$ cat src/rtl/gf2_pkg.sv
// Shared constants and state encoding for the GF(2)[x] long divider.
//   N  : divisor / remainder width
//   M  : dividend / quotient width (2*N)
//   CW : bit-counter width, clog2(M)
//   DW : degree-register width, clog2(N)
package gf2_pkg;
  localparam int N  = 233;
  localparam int M  = 466;
  localparam int CW = 9;
  localparam int DW = 8;

  typedef enum logic [1:0] {
    S_IDLE = 2'd0,
    S_NORM = 2'd1,
    S_DIV  = 2'd2,
    S_DONE = 2'd3
  } state_t;
endpackage

$ cat src/rtl/gf2_div_step.sv
// One bit of carry-less long division.
//   rem     : working remainder, deg(rem) < deg
//   din     : next dividend bit (MSB first)
//   b       : divisor, unshifted
//   deg     : degree of b
//   rem_nxt : remainder after shifting in din and conditionally cancelling b
//   q_bit   : quotient bit for this position
module gf2_div_step
  import gf2_pkg::*;
(
  input  logic [N-1:0]  rem,
  input  logic          din,
  input  logic [N-1:0]  b,
  input  logic [DW-1:0] deg,
  output logic [N-1:0]  rem_nxt,
  output logic          q_bit
);
  // t = rem*x + din has degree <= deg, so only t[deg] decides the subtraction
  // and the top bit t[N] is always clear once b has been cancelled.
  logic [N:0] t;

  always_comb begin
    t     = {rem, din};
    q_bit = t[deg];
    if (q_bit) t = t ^ {1'b0, b};
    rem_nxt = t[N-1:0];
  end
endmodule

$ cat src/rtl/gf2_poly_divider.sv
// Bit-serial GF(2)[x] divider: a = q*b xor r, deg(r) < deg(b).
//   clk   : rising-edge clock
//   rst   : asynchronous active-low reset
//   start : request, accepted in IDLE or DONE
//   a     : dividend (M bits), b : divisor (N bits)
//   busy  : high while normalising or dividing
//   done  : one-cycle pulse, q/r/dz valid
//   q, r  : quotient / remainder, held until next accepted start
//   dz    : divide-by-zero flag, held with q/r
// Flow: NORM shifts a copy of b left until its MSB is set to find deg(b),
// then DIV consumes one dividend bit per cycle, MSB first.
module gf2_poly_divider
  import gf2_pkg::*;
(
  input  logic         clk,
  input  logic         rst,
  input  logic         start,
  input  logic [M-1:0] a,
  input  logic [N-1:0] b,
  output logic         busy,
  output logic         done,
  output logic [M-1:0] q,
  output logic [N-1:0] r,
  output logic         dz
);
  state_t        state;
  logic [M-1:0]  a_l;
  logic [N-1:0]  b_l;
  logic [N-1:0]  bn;
  logic [DW-1:0] deg;
  logic [CW-1:0] cnt;
  logic [N-1:0]  rem;
  // Quotient accumulates here so q stays 0 until done; after M shifts the
  // first bit lands at q[M-1], so the register only needs M-1 bits.
  logic [M-2:0]  qw;

  logic [N-1:0]  rem_nxt;
  logic          q_bit;

  gf2_div_step u_step (
    .rem     (rem),
    .din     (a_l[cnt]),
    .b       (b_l),
    .deg     (deg),
    .rem_nxt (rem_nxt),
    .q_bit   (q_bit)
  );

  always_ff @(posedge clk or negedge rst) begin
    if (!rst) begin
      state <= S_IDLE;
      busy  <= 1'b0;
      done  <= 1'b0;
      q     <= '0;
      r     <= '0;
      dz    <= 1'b0;
      a_l   <= '0;
      b_l   <= '0;
      bn    <= '0;
      deg   <= '0;
      cnt   <= '0;
      rem   <= '0;
      qw    <= '0;
    end else begin
      case (state)
        S_IDLE, S_DONE: begin
          done <= 1'b0;
          if (start) begin
            a_l <= a;
            b_l <= b;
            bn  <= b;
            deg <= DW'(N-1);
            cnt <= CW'(M-1);
            rem <= '0;
            qw  <= '0;
            q   <= '0;
            r   <= '0;
            dz  <= 1'b0;
            if (b == '0) begin
              dz    <= 1'b1;
              done  <= 1'b1;
              state <= S_DONE;
            end else begin
              busy  <= 1'b1;
              state <= S_NORM;
            end
          end else begin
            state <= S_IDLE;
          end
        end
        S_NORM: begin
          if (bn[N-1]) begin
            state <= S_DIV;
          end else begin
            bn  <= bn << 1;
            deg <= deg - 1'b1;
          end
        end
        S_DIV: begin
          rem <= rem_nxt;
          qw  <= {qw[M-3:0], q_bit};
          if (cnt == '0) begin
            q     <= {qw, q_bit};
            r     <= rem_nxt;
            busy  <= 1'b0;
            done  <= 1'b1;
            state <= S_DONE;
          end else begin
            cnt <= cnt - 1'b1;
          end
        end
        default: state <= S_IDLE;
      endcase
    end
  end
endmodule

$ cat config.mk
export PLATFORM = sky130hd
export DESIGN_NAME = gf2_poly_divider
export DESIGN_NICKNAME = d
export VERILOG_FILES = /design/src/rtl/gf2_pkg.sv /design/src/rtl/gf2_div_step.sv /design/src/rtl/gf2_poly_divider.sv
export SDC_FILE = /design/constraint.sdc
export NUM_CORES = 2
export LEC_CHECK = 0
export ABC_AREA = 0
export CAP_MARGIN = 20
export CORE_ASPECT_RATIO = 1.1
export CORE_MARGIN = 4
export CORE_UTILIZATION = 30
export CTS_BUF_LIST = sky130_fd_sc_hd__clkbuf_8
export DETAILED_ROUTE_END_ITERATION = 8
export PLACE_DENSITY = 0.48
export SYNTH_ARGS = -nofsm -noshare
export SYNTH_HDL_FRONTEND = slang
export SYNTH_SLANG_ARGS = --single-unit
$ cat constraint.sdc
create_clock -name clk -period 7.2 [get_ports clk]
set_clock_uncertainty 0.05 [all_clocks]
set_input_delay 1.44 -clock clk [delete_from_list [all_inputs] [get_ports clk]]
set_output_delay 1.44 -clock clk [all_outputs]
set_load 0.03 [all_outputs]
**Word level (Yosys, flattened, before mapping)**

Index checks and enable logic that the tools add are counted.

- Register bits after elaboration: 2,351
- Input bits: 702
- Output and inout bits: 702

- $add $sub $neg: 2
- $lt $le $gt $ge: 2
- Equal/unequal tests: 9
- Mux-type cells: 36
- Bitwise gates (word level): 1
- Reductions and logical operators: 15

Operator list:

| cell | number |
|---|---|
| $pmux W233 S2 | 3 |
| $mux W233 | 5 |
| $mux W466 | 2 |
| $pmux W466 S2 | 1 |
| $pmux W465 S2 | 1 |
| $mux W465 | 1 |
| $logic_not A233 Y1 | 1 |
| $xor A233 B233 Y233 | 1 |
| $mux W9 | 2 |
| $pmux W9 S2 | 1 |
| $mux W8 | 2 |
| $pmux W8 S2 | 1 |
| $ne A2 B2 Y1 const B | 6 |
| $lt A9 B10 Y1 const B | 1 |
| $reduce_and A2 Y1 | 5 |
| $bmux W1 S9 | 1 |
| $logic_not A9 Y1 | 1 |
| $lt A8 B9 Y1 const B | 1 |
| $reduce_and A3 Y1 | 3 |
| $sub A9 B1 Y9 const B | 1 |
| $bmux W1 S8 | 1 |
| $mux W1 | 8 |
| $mux W2 | 4 |
| $sub A8 B1 Y8 const B | 1 |
| 8 further kinds | 11 |

**Logic depth before layout (Yosys ltp)**

- Depth in word-level cells: 7
- Gate-level depth with buffers: 16
- Gate-level depth less buffers: 10

**Cells and area by module**

From an unflattened synthesis, not the netlist that was laid out.

- Cell total of the unflattened synthesis: 7,021
- Area total of the unflattened synthesis: 98,260.5 um^2

Modules (own cells, without submodules):

| module | times used | cells an instance | area an instance (um^2) | sequential area each (um^2) |
|---|---|---|---|---|
| gf2_poly_divider | 1 | 6,041 | 89,648.5 | 58,831.4 |
| gf2_div_step | 1 | 980 | 8,612.0 | 0.0 |

**Worst setup path before layout**

No wires, ideal clock.

- Kind: register to register
- Start point: register deg[0]
- End point: register r[112]
- Setup time: 0.130 ns
- Arrival: 3.447 ns
- Path slack: 3.573 ns
- Cell stages (with the launch flop): 14
- Path buffers: 4
- Clock period less this slack: 3.627 ns
- Cells stage by stage: dfrtp_1 -> buf_4 -> buf_2 -> mux4_2 -> a22oi_1 -> nand2_1 -> a211o_1 -> a32oi_2 -> nand4_1 -> dlygate4sd1_1 -> buf_1 -> o311ai_2 -> xor2_1 -> o21ai_1

- Cells in the longest elaborated chain, start to end: 5

RTL lines:

| item | RTL line | source |
|---|---|---|
| start, declared | gf2_poly_divider.sv:30 | `logic [DW-1:0] deg;` |
| start signal, assigned | gf2_poly_divider.sv:72 | `deg <= DW'(N-1);` |
| start signal, assigned | gf2_poly_divider.sv:96 | `deg <= deg - 1'b1;` |
| $bmux W1 S8 | gf2_div_step.sv:24 | `q_bit = t[deg];` |
| $mux W1 (not written as such) | gf2_div_step.sv:24 |  |
| $mux W233 | gf2_div_step.sv:25 | `if (q_bit) t = t ^ {1'b0, b};` |
| $mux W233 | gf2_poly_divider.sv:102 | `if (cnt == '0) begin` |
| $pmux W233 S2 | gf2_poly_divider.sv:65 | `case (state)` |
| end signal, assigned | gf2_poly_divider.sv:104 | `r <= rem_nxt;` |
| end, declared | gf2_poly_divider.sv:23 | `output logic [N-1:0] r,` |

Every way passes these cells. The select of a mux whose other input is x is not followed.
A chain may end at the register's enable or synchronous reset.

**Final worst setup path**

- Start point: register deg[0]
- End point: register rem[159]

- Cells in the longest elaborated chain, start to end: 4

RTL lines:

| item | RTL line | source |
|---|---|---|
| $bmux W1 S8 | gf2_div_step.sv:24 |  |
| $mux W1 (not written as such) | gf2_div_step.sv:24 |  |
| $mux W233 | gf2_div_step.sv:25 |  |
| $pmux W233 S2 | gf2_poly_divider.sv:65 |  |
| end signal, assigned | gf2_poly_divider.sv:100 | `rem <= rem_nxt;` |
| end, declared | gf2_poly_divider.sv:32 | `logic [N-1:0] rem;` |

Every way passes these cells. The select of a mux whose other input is x is not followed.

==> impl_metrics.py <==
metrics = {
    "synthesis": {
        "synth_area_sq_mm": 0.0972,
        "ys.flop_type": "sky130_fd_sc_hd__dfrtp_1",
        "number_of_unique_standard_cell_types_used_by_synthesis": 73,
        "avgSynthCellArea_sq_um": 13.3,
        "synth-edff-count": 0,
        "postSynth.asyncResetShare_pct": 100,
        "ys_top_cells_by_area": "sky130_fd_sc_hd__dfrtp_1 61%, sky130_fd_sc_hd__mux2_2 8.2%, sky130_fd_sc_hd__a22o_1 7.3%",
        "synth_warnings": 0,
        "post_syn_nets": 8030,
        "number_of_synthesized_register_bits": 2351,
        "synth_sequential_area_ratio_pct": 60.5,
        "synthDominantCellAreaShare_pct": 60.5,
        "post_syn_instances": 7324,
        "synth_area_leader_cell": "sky130_fd_sc_hd__dfrtp_1",
    },
    "floorplanning": {
        "core_region_area_sq_mm": 0.322,
        "top_level_ports": 1404,
        "dieWidth_microns": 551,
        "starting_density_pct": 30.2,
        "fp.dieArea_sq_mm": 0.333,
        "die_height_microns": 605,
        "floorplan.rows": 218,
    },
    "detailed_routing": {
        "drc_errors": 38,
        "detail-route-antenna-nets": 0,
        "vias": 69363,
        "drt_iter0_drc": 5875,
        "drt_first_pass_iters": 9,
        "detail_route.wirelength_microns": 364000,
        "wire_per_inst_microns": 27.4,
        "via_per_instance_ratio": 5.23,
    },
    "setup_path": {
        "cp_slowest_cell": "sky130_fd_sc_hd__dfrtp_4",
        "regToRegEndpoint": "rem[159]",
        "reg2reg_setup_slack_ns": 1.85,
        "cp_data_required_time_ns": 8.05,
        "critical_path_max_stage_delay_ns": 0.99,
        "crit_type": "flip-flop to flip-flop",
        "critical_path.startpoint": "deg[0]",
        "arrival_ns": 6.20,
        "worst_setup_path_start_kind": "flip-flop",
        "endpoint_kind": "flip-flop",
        "crit-reg2reg-launch": "deg[0]",
        "cp-endpoint": "rem[159]",
        "crit_fanout": 84,
        "cp_cell_sequence": "buf_12 -> mux4_2 -> a22oi_1 -> nand2_1 -> a22o_1 -> o311ai_2 -> nand4b_4 -> buf_12 -> o311ai_2 -> xor2_1 -> o21ai_1",
        "worst_r2r_path_depth": 11,
    },
    "timing": {
        "slew_violations": 0,
        "setup-tns-final_ns": 0,
        "slew_at_the_pin_with_the_worst_max_slew_slack_ns": 1.39,
        "post_route_clock_period_utilization_pct": 74.4,
        "maxSlewHeadroom_pct": 7.18,
        "hold_viol_final": 0,
        "achievable-frequency_ghz": 0.187,
        "timing.hold.ws_ns": 0.303,
        "finalSetupViolCount": 0,
        "rsz0062_at_grt": "false",
        "final_critical_delay_including_setup_and_external_delays_ns": 5.35,
    },
    "pwr": {
        "p_sw_share_pct": 42.3,
        "leakage_nw": 53.6,
        "internal_power_mw": 32.1,
        "ir_drop_v": 0.000652,
        "combPwrFrac_pct": 41.4,
        "power.share.sequential_pct": 35.8,
        "power.switching_mw": 23.6,
        "clock_share_of_power_pct": 22.8,
        "p_per_area_mw_per_mm2": 450,
    },
    "layout": {
        "fill_cells": 30758,
        "fraction_of_layout_instances_using_a_drive_strength_above_1_pct": 19.6,
        "layout-area-overhead-vs-synth_pct": 27.5,
        "layout_net_count": 9317,
        "seq_cell_area_sq_mm": 0.0588,
        "multiInputGateArea_sq_mm": 0.0347,
    },
    "clock_tree": {
        "cts_post_setup_buffers_inserted": 0,
        "cts.reportedPaths.clkPinSlew_ns": 0.06,
        "ctsLongestPathBuffers": 4,
        "cts.sinks": 2351,
        "worst_skew_pair.late_latency_ns": 1.08,
        "cts-root-buf": "sky130_fd_sc_hd__clkbuf_8",
        "tritoncts.num_buffers": 409,
        "cts.hold.buffers_added": 0,
        "cts_tree": "yes",
        "ctsResizeCount": 0,
        "htreeDepth": 5,
    },
    "place": {
        "placement.io_buffers": 1403,
        "gp_congestion": 0.851,
        "post-dp-hpwl_microns": 252000,
    },
    "grt": {
        "first_global_vias": 72036,
        "gr-usage-all-layers_pct": 21.1,
        "globalRoute.totalOverflow": 0,
        "grt_max_degree": 221,
        "grt_pass1_wl_microns": 525000,
        "grt_antenna_before_repair": 107,
    },
    "run_status": {
        "outcome": "finished, violations left",
        "violations": "design-rule violations",
    },
    "worst_hold_path": {
        "holdCritPathClass": "input port to asynchronous set/reset pin",
    },
    "run": {
        "max_cap_viol_count": 0,
    },
}
logic make-up after synthesis:
group                    Yosys count  synth area share, %
flip-flops                      2351                 60.5
AO/OA/AOI/OAI                   2031                 17.2
multiplexers                     906                 12.3
AND/OR/NAND/NOR                  898                 3.87
buffers and inverters            890                 3.88
XOR/XNOR                         244                 2.20
adder cells (fa/ha/maj)            4               0.0515
Yosys cell counts (all sizes together) (5+ instances only):
| cell type | count |
|---|---|
| dlygate4sd3 | 5 |
| nor3 | 9 |
| nand2b | 8 |
| xor2 | 233 |
| a22oi | 37 |
| nor2b | 8 |
| mux2 | 704 |
| clkbuf | 510 |
| a221oi | 5 |
| a222oi | 230 |
| buf | 124 |
| inv | 245 |
| o221ai | 10 |
| nand2 | 712 |
| nor4 | 64 |
| a21oi | 30 |
| nand4 | 23 |
| o21ai | 619 |
| mux4 | 158 |
| and2 | 7 |
| xnor2 | 11 |
| a211oi | 5 |
| nor2 | 34 |
| o311ai | 236 |
| mux2i | 44 |
| a22o | 809 |
| nand3 | 15 |
| a31oi | 5 |
| o22ai | 14 |
| dfrtp | 2351 |
area by class of cell:
| cell class | count | area share (%) |
|---|---|---|
| well taps | 4290 | 4.33 |
| clock buffers | 530 | 5.89 |
| multi-input cells | 4083 | 28.0 |
| flip-flops and latches | 2351 | 47.5 |
| clock inverters | 200 | 0.979 |
| inverters | 248 | 0.751 |
| repair buffers | 1518 | 12.5 |
| diodes | 47 | 0.0949 |
metal layers:
| layer | routed length, microns | track usage [%] | vias to the layer above |
|---|---|---|---|
| met5 | 723 | 0 | - |
| met4 | 19000 | 10.5 | 108 |
| met3 | 28100 | 6.33 | 711 |
| met2 | 173000 | 34.1 | 2453 |
| met1 | 143000 | 25.6 | 36116 |
| li1 | - | - | 29975 |
power groups by stage:
stage / sequential [mW] / clock (mW) / combinational (mW)
3_3_place_gp: 20.1 / 0 / 23.0
3_5_place_dp: 20.2 / 0 / 23.3
2_1_floorplan: 19.7 / 0 / 15.2
6_report: 20.0 / 12.7 / 23.1
4_1_cts: 20.0 / 13.1 / 23.3
5_1_grt: 20.3 / 13.7 / 24.8
flip-flops by register name (all words and copies together) (netlist names):
name and cells:
deg 8, q 466, r 233, dz 1, b_l 233, qw 465
rem 233, busy 1, state 2, a_l 466, done 1, cnt 9
bn 233
cells in the final DEF (no fill, tap or decap), types with 151 or more instances in the layout:
cell	Yosys	layout
sky130_fd_sc_hd__a222oi_1	230	230
sky130_fd_sc_hd__a22o_1	809	809
sky130_fd_sc_hd__clkbuf_8	0	530
sky130_fd_sc_hd__clkdlybuf4s50_1	0	1402
sky130_fd_sc_hd__dfrtp_1	2351	2346
sky130_fd_sc_hd__inv_1	244	380
sky130_fd_sc_hd__mux2_2	704	704
sky130_fd_sc_hd__mux4_2	158	158
sky130_fd_sc_hd__nand2_1	712	708
sky130_fd_sc_hd__o21ai_0	276	274
sky130_fd_sc_hd__o21ai_1	343	344
sky130_fd_sc_hd__o311ai_2	151	151
sky130_fd_sc_hd__xor2_1	233	233
worst min path at each step:
stage / end / startpoint / cells after the start
finish: bn[98] / rst / 1
detailed placement: q[413] / q[413] / 2
global placement: qw[417] / qw[417] / 2
CTS: bn[98] / rst / 1
global route: dz / rst / 1
floorplan: bn[231] / bn[231] / 2
worst max-delay path: cells and delay by family (launching register included):
family / cells / cell delay [ns]
AND/OR/NAND/NOR: 2 / 0.81
buffers and inverters: 2 / 0.82
AO/OA/AOI/OAI: 5 / 1.36
XOR/XNOR: 1 / 0.33
flip-flops: 1 / 0.99
multiplexers: 1 / 0.56
per-stage QoR:
step | util (%) | setup WS [ns] | cells | total power [mW] | area, sq um
3_3_place_gp | 35.9 | 1.78 | 12488 | 43.1 | 115000
2_1_floorplan | - | 3.57 | 7324 | 34.9 | 97200
4_1_cts | 38.5 | 1.80 | 13218 | 56.4 | 124000
3_5_place_dp | 35.9 | 1.75 | 12488 | 43.5 | 115000
6_report | 38.5 | 1.85 | 13267 | 55.7 | 124000
5_1_grt | 38.5 | 1.62 | 13241 | 58.8 | 124000
No activity file was read; power rests on OpenSTA's default activity.
